--- config.mk ---
export PLATFORM = sky130hd
export DESIGN_NAME = sprite_blitter
export DESIGN_NICKNAME = d
export VERILOG_FILES = /design/src/rtl/sprite_blitter.sv
export SDC_FILE = /design/constraint.sdc
export NUM_CORES = 1
export LEC_CHECK = 0
export BUFFER_PORTS_ARGS = -buffer_cell sky130_fd_sc_hd__buf_2
export CAP_MARGIN = 25
export CORE_MARGIN = 2
export CORE_UTILIZATION = 55
export DETAILED_ROUTE_END_ITERATION = 8
export PLACE_DENSITY = 0.81
export SYNTH_ARGS = -nofsm -noshare
export SYNTH_HDL_FRONTEND = slang
export SYNTH_SLANG_ARGS = --single-unit
--- constraint.sdc ---
create_clock -name clk -period 6.65 [get_ports clk]
set_input_delay 0.665 -clock clk [delete_from_list [all_inputs] [get_ports clk]]
set_output_delay 0.665 -clock clk [all_outputs]
set_load 0.01 [all_outputs]
--- src/rtl/sprite_blitter.sv ---
// Draw engine feeding the 4-bpp framebuffer write port: full-frame CLEAR
// and clipped, transparent SPRITE copies from a sync-read sprite ROM.
module sprite_blitter #(
    parameter int FB_W        = 320,
    parameter int FB_H        = 240,
    parameter int PIX_W       = 4,
    parameter int SPR_SIZE    = 16,
    parameter int SPR_COUNT   = 16,
    parameter int TRANSPARENT = 0
) (
    input  logic                                         clk,
    input  logic                                         rst_n,
    input  logic                                         cmd_valid,
    output logic                                         cmd_ready,
    input  logic                                         cmd_op,
    input  logic [$clog2(FB_W)-1:0]                      cmd_x,
    input  logic [$clog2(FB_H)-1:0]                      cmd_y,
    input  logic [$clog2(SPR_COUNT)-1:0]                 cmd_sprite,
    input  logic [PIX_W-1:0]                             cmd_color,
    output logic [$clog2(SPR_COUNT*SPR_SIZE*SPR_SIZE)-1:0] rom_addr,
    input  logic [PIX_W-1:0]                             rom_data,
    output logic                                         fb_we,
    output logic [$clog2(FB_W*FB_H)-1:0]                 fb_addr,
    output logic [PIX_W-1:0]                             fb_din,
    output logic                                         busy,
    output logic                                         done
);

    localparam int XW      = $clog2(FB_W);
    localparam int YW      = $clog2(FB_H);
    localparam int SPR_PIX = SPR_SIZE * SPR_SIZE;
    localparam int KW      = $clog2(SPR_PIX);
    localparam int CW      = $clog2(SPR_SIZE);
    localparam int RAW     = $clog2(SPR_COUNT * SPR_PIX);
    localparam int NPIX    = FB_W * FB_H;
    localparam int FAW     = $clog2(NPIX);

    typedef enum logic [2:0] {
        S_IDLE,
        S_CLEAR,
        S_DRAW,
        S_FLUSH,
        S_DONE
    } state_t;

    state_t           state_q, state_d;
    logic             cmd_ready_q, cmd_ready_d;
    logic             busy_q, busy_d;
    logic             done_q, done_d;
    logic             fb_we_q, fb_we_d;
    logic [FAW-1:0]   fb_addr_q, fb_addr_d;
    logic [PIX_W-1:0] fb_din_q, fb_din_d;
    logic [RAW-1:0]   rom_addr_q, rom_addr_d;
    logic [XW-1:0]    x_q, x_d;
    logic [YW-1:0]    y_q, y_d;
    logic [KW-1:0]    k_q, k_d;
    logic             flush_q, flush_d;
    logic             p1_valid_q, p1_valid_d;
    logic [FAW-1:0]   p1_addr_q, p1_addr_d;

    logic [CW-1:0]    sx;
    logic [KW-CW-1:0] sy;
    logic [XW:0]      px;
    logic [YW:0]      py;
    logic             in_b;
    logic [FAW-1:0]   pix_addr;
    logic             wr_hit;

    // One extra bit on px/py so sprites hanging off the edge never wrap.
    always_comb begin
        sx       = k_q[CW-1:0];
        sy       = k_q[KW-1:CW];
        px       = (XW+1)'(x_q) + (XW+1)'(sx);
        py       = (YW+1)'(y_q) + (YW+1)'(sy);
        in_b     = (px < (XW+1)'(FB_W)) && (py < (YW+1)'(FB_H));
        pix_addr = FAW'(py) * FAW'(FB_W) + FAW'(px);
        wr_hit   = p1_valid_q && (rom_data != PIX_W'(TRANSPARENT));
    end

    always_comb begin
        state_d     = state_q;
        cmd_ready_d = 1'b0;
        busy_d      = busy_q;
        done_d      = 1'b0;
        fb_we_d     = 1'b0;
        fb_addr_d   = fb_addr_q;
        fb_din_d    = fb_din_q;
        rom_addr_d  = rom_addr_q;
        x_d         = x_q;
        y_d         = y_q;
        k_d         = k_q;
        flush_d     = flush_q;
        p1_valid_d  = 1'b0;
        p1_addr_d   = p1_addr_q;
        unique case (state_q)
            S_IDLE: begin
                if (cmd_valid && cmd_ready_q) begin
                    busy_d  = 1'b1;
                    x_d     = cmd_x;
                    y_d     = cmd_y;
                    k_d     = '0;
                    flush_d = 1'b0;
                    if (cmd_op) begin
                        state_d   = S_CLEAR;
                        fb_we_d   = 1'b1;
                        fb_addr_d = '0;
                        fb_din_d  = cmd_color;
                    end else begin
                        state_d    = S_DRAW;
                        rom_addr_d = RAW'(cmd_sprite) * RAW'(SPR_PIX);
                    end
                end else begin
                    cmd_ready_d = 1'b1;
                end
            end
            S_CLEAR: begin
                if (fb_addr_q == FAW'(NPIX - 1)) begin
                    state_d = S_DONE;
                    done_d  = 1'b1;
                end else begin
                    fb_we_d   = 1'b1;
                    fb_addr_d = fb_addr_q + FAW'(1);
                end
            end
            S_DRAW: begin
                p1_valid_d = in_b;
                p1_addr_d  = pix_addr;
                fb_we_d    = wr_hit;
                fb_addr_d  = p1_addr_q;
                fb_din_d   = rom_data;
                if (k_q == KW'(SPR_PIX - 1)) begin
                    state_d = S_FLUSH;
                end else begin
                    k_d        = k_q + KW'(1);
                    rom_addr_d = rom_addr_q + RAW'(1);
                end
            end
            S_FLUSH: begin
                fb_we_d   = wr_hit;
                fb_addr_d = p1_addr_q;
                fb_din_d  = rom_data;
                if (flush_q) begin
                    state_d = S_DONE;
                    done_d  = 1'b1;
                end else begin
                    flush_d = 1'b1;
                end
            end
            S_DONE: begin
                state_d     = S_IDLE;
                busy_d      = 1'b0;
                cmd_ready_d = 1'b1;
            end
            default: begin
                state_d = S_IDLE;
                busy_d  = 1'b0;
            end
        endcase
    end

    always_ff @(posedge clk or negedge rst_n) begin
        if (!rst_n) begin
            state_q     <= S_IDLE;
            cmd_ready_q <= 1'b0;
            busy_q      <= 1'b0;
            done_q      <= 1'b0;
            fb_we_q     <= 1'b0;
            fb_addr_q   <= '0;
            fb_din_q    <= '0;
            rom_addr_q  <= '0;
            x_q         <= '0;
            y_q         <= '0;
            k_q         <= '0;
            flush_q     <= 1'b0;
            p1_valid_q  <= 1'b0;
            p1_addr_q   <= '0;
        end else begin
            state_q     <= state_d;
            cmd_ready_q <= cmd_ready_d;
            busy_q      <= busy_d;
            done_q      <= done_d;
            fb_we_q     <= fb_we_d;
            fb_addr_q   <= fb_addr_d;
            fb_din_q    <= fb_din_d;
            rom_addr_q  <= rom_addr_d;
            x_q         <= x_d;
            y_q         <= y_d;
            k_q         <= k_d;
            flush_q     <= flush_d;
            p1_valid_q  <= p1_valid_d;
            p1_addr_q   <= p1_addr_d;
        end
    end

    assign cmd_ready = cmd_ready_q;
    assign busy      = busy_q;
    assign done      = done_q;
    assign fb_we     = fb_we_q;
    assign fb_addr   = fb_addr_q;
    assign fb_din    = fb_din_q;
    assign rom_addr  = rom_addr_q;

endmodule

==> results.cfg <==
[synth]
ys.warnings.count = 0
ys_top_cells_by_count = nand2_1, dfrtp_1, o21ai_0
ys_types = 57
yosys.area.top_type = dfrtp_1
ys_seq_area_share_pct = 42.2
ys_ff_latch = 84
ys.flop_type = dfrtp_1
netlist_area_um2 = 4980
async_flop_share_pct = 100
synth_edf_count = 0
synthCells = 563
netlist.area_leader.share_pct = 42.2
avgSynthCellArea_um2 = 8.85
yosys-top-cells-area = dfrtp_1, nand2_1, ha_1
yosysMostFrequentCell = nand2_1
syn_nets = 627

[sta]
slew_violations = 0
setup_viol = 0
finalCritPeriodShare_pct = 61.5
clock_skew_ns = 0.0110
tightestPinTransition_ns = 0.847
slew_headroom_pct = 43.4
max_freq_mhz = 244
rsz0062_at_grt = false
timing.setup.tns_ns = 0
finalHoldViolCount = 0
fin_crit_ns = 4.09

[clocking]
numCtsBuffers = 9
cts_buffer_depth = 2
h-tree-depth = 3
cts_tree = done
clkLatencyLatePin_ns = 0.35
cts_hold_buffers = 0
postCtsResizedCells = 0
post-cts-setup-buffers = 0
path_clk_slew_ns = 0.08
cts_root_buf = clkbuf_8
clock_sinks = 84

[power]
ir_worst_vdd_mv = 0.229
p_total_mw = 2.92
power_density_nw_per_um2 = 516
p_leak_nw = 2.73

[worst_setup_path]
critPathLaunchType = flop
critPathMaxStageDelay_ns = 0.43
crit_arrival_ns = 4.36
critPathRequiredTime_ns = 6.92
cp-end-kind = flop
slowest_stage = dfrtp_1
path_max_fanout = 4
path_common_cell = ha_1
path_class = flop to flop
crit_family = compound AO/OA/AOI/OAI gates
cp_cell_sequence = ha_1, a211oi_1, nor2_1, o21ai_0, xor2_1, inv_1, ha_1, ha_1, nor2b_1, o31a_1, o311ai_1, xor2_1, nor3b_2, xnor3_1, o21ai_1
crit_buf_inv = 1

[grt]
grt_pass1_wl_um = 18300
grt_use_total_pct = 22.7
grt_overflow = 0
antenna_found_initial = 0
grt_max_degree = 85
grt_pass1_vias = 4004

[detailed_routing]
vias_per_cell = 5.68
dr.pass1.iters = 4
drt_iter0_drc = 204
wl_um = 10800
wire_per_inst_um = 14.6
vias = 4201
antenna_left = 0
drc_errors = 0

[final_layout]
post-route-util_pct = 64.5
drive_gt1_share_pct = 14.9
antenna_cells = 0
area_growth_pct = 13.5
final_nets = 690

[place]
io_buffers = 69
gp_congestion = 0.868
dp_hpwl_um = 7940

[floorplanning]
core_area_um2 = 8760
fp-row-count = 34
die_x_um = 99.2
die_area_um2 = 9840
ioPinCount = 70
die_height_um = 99.2
initial_utilization_pct = 56.9

[worst_hold_path]
hold_path.class = input pin to async pin

[run_status]
outcome = complete, no violations

[job]
drv_cap = 0
[registers in the layout, summed over array words and instances (netlist names)]
name and count:
fb_addr 17, k_q 8, fb_din 4, p1_addr_q 17, state_q 3, busy 1
p1_valid_q 1, fb_we 1, rom_addr 12, y_q 8, x_q 9, cmd_ready 1
done 1, flush_q 1
[cell type report]
| cell class | instances | area (um2) |
|---|---|---|
| multi-input combinational | 439 | 2730 |
| inverter | 20 | 75.1 |
| fill | 763 | 3110 |
| tap | 108 | 135 |
| sequential | 84 | 2100 |
| clock buffer | 10 | 128 |
| clock inverter | 6 | 93.8 |
| timing repair buffer | 72 | 390 |
[worst paths after layout]
kind	start	cells past startpoint	to	slack, ns
setup reg to reg	y_q[1]	15	p1_addr_q[16]	2.56
setup / recovery	y_q[1]	15	p1_addr_q[16]	2.56
max in group asynchronous	rst_n	2	x_q[8]	5.91
min in group clk	p1_addr_q[14]	2	p1_addr_q[14]	0.48
hold / removal	rst_n	1	fb_addr[11]	0.15
hold reg to reg	p1_addr_q[14]	2	p1_addr_q[14]	0.48
[cells by family after synthesis]
kind of cell             Yosys count  share of synthesized area (%)
multiplexers                       6                           1.21
adder cells (fa/ha/maj)           32                           8.59
buffers and inverters             40                           3.09
XOR/XNOR                          40                           7.31
AO/OA/AOI/OAI                    128                           16.3
AND/OR/NAND/NOR                  233                           21.3
flip-flops                        84                           42.2
[layout by cell type, fill, tap and decap left out, types with 3 or more instances in the layout]
cell,n
nand2_1,124
dfrtp_1,84
buf_2,68
o21ai_0,46
nor2_1,42
ha_1,27
a21oi_1,26
xor2_1,25
inv_1,20
nand3_1,16
xnor2_1,14
nand4_1,9
a22o_1,9
clkbuf_8,9
nor2b_1,7
a21o_1,6
nor3_1,6
nor3b_1,6
mux2i_1,6
o311ai_0,5
and3_1,5
a221o_1,4
o21a_1,4
o21ai_1,4
fa_1,4
o211ai_1,3
a211oi_1,3
buf_4,3
[power breakdown]
| group | leakage, nW | internal, mW | switching [mW] |
|---|---|---|---|
| combinational | 1.56 | 0.650 | 0.871 |
| clock | 0.107 | 0.215 | 0.196 |
| sequential | 1.06 | 0.737 | 0.247 |
| total | 2.73 | 1.60 | 1.31 |
[through the flow]
step	cell area (um2)	hold WS, ns	worst slack [ns]	std cells
finish	5650	0.146	2.56	739
global route	5650	0.135	2.19	739
CTS	5630	0.484	2.57	738
detailed placement	5400	0.462	2.60	722
global placement	5400	0.455	2.73	722
floorplan	4980	0.369	2.90	563
[layer usage]
metal	GRT usage [%]	share of wire, %	up-vias
met2	35.4	47	94
met4	8.43	1.9	0
met1	32.5	48	1988
met5	0	0	-
met3	3.02	3.4	17
li1	-	-	2102
Note: power is estimated with default switching activity, not from simulation.
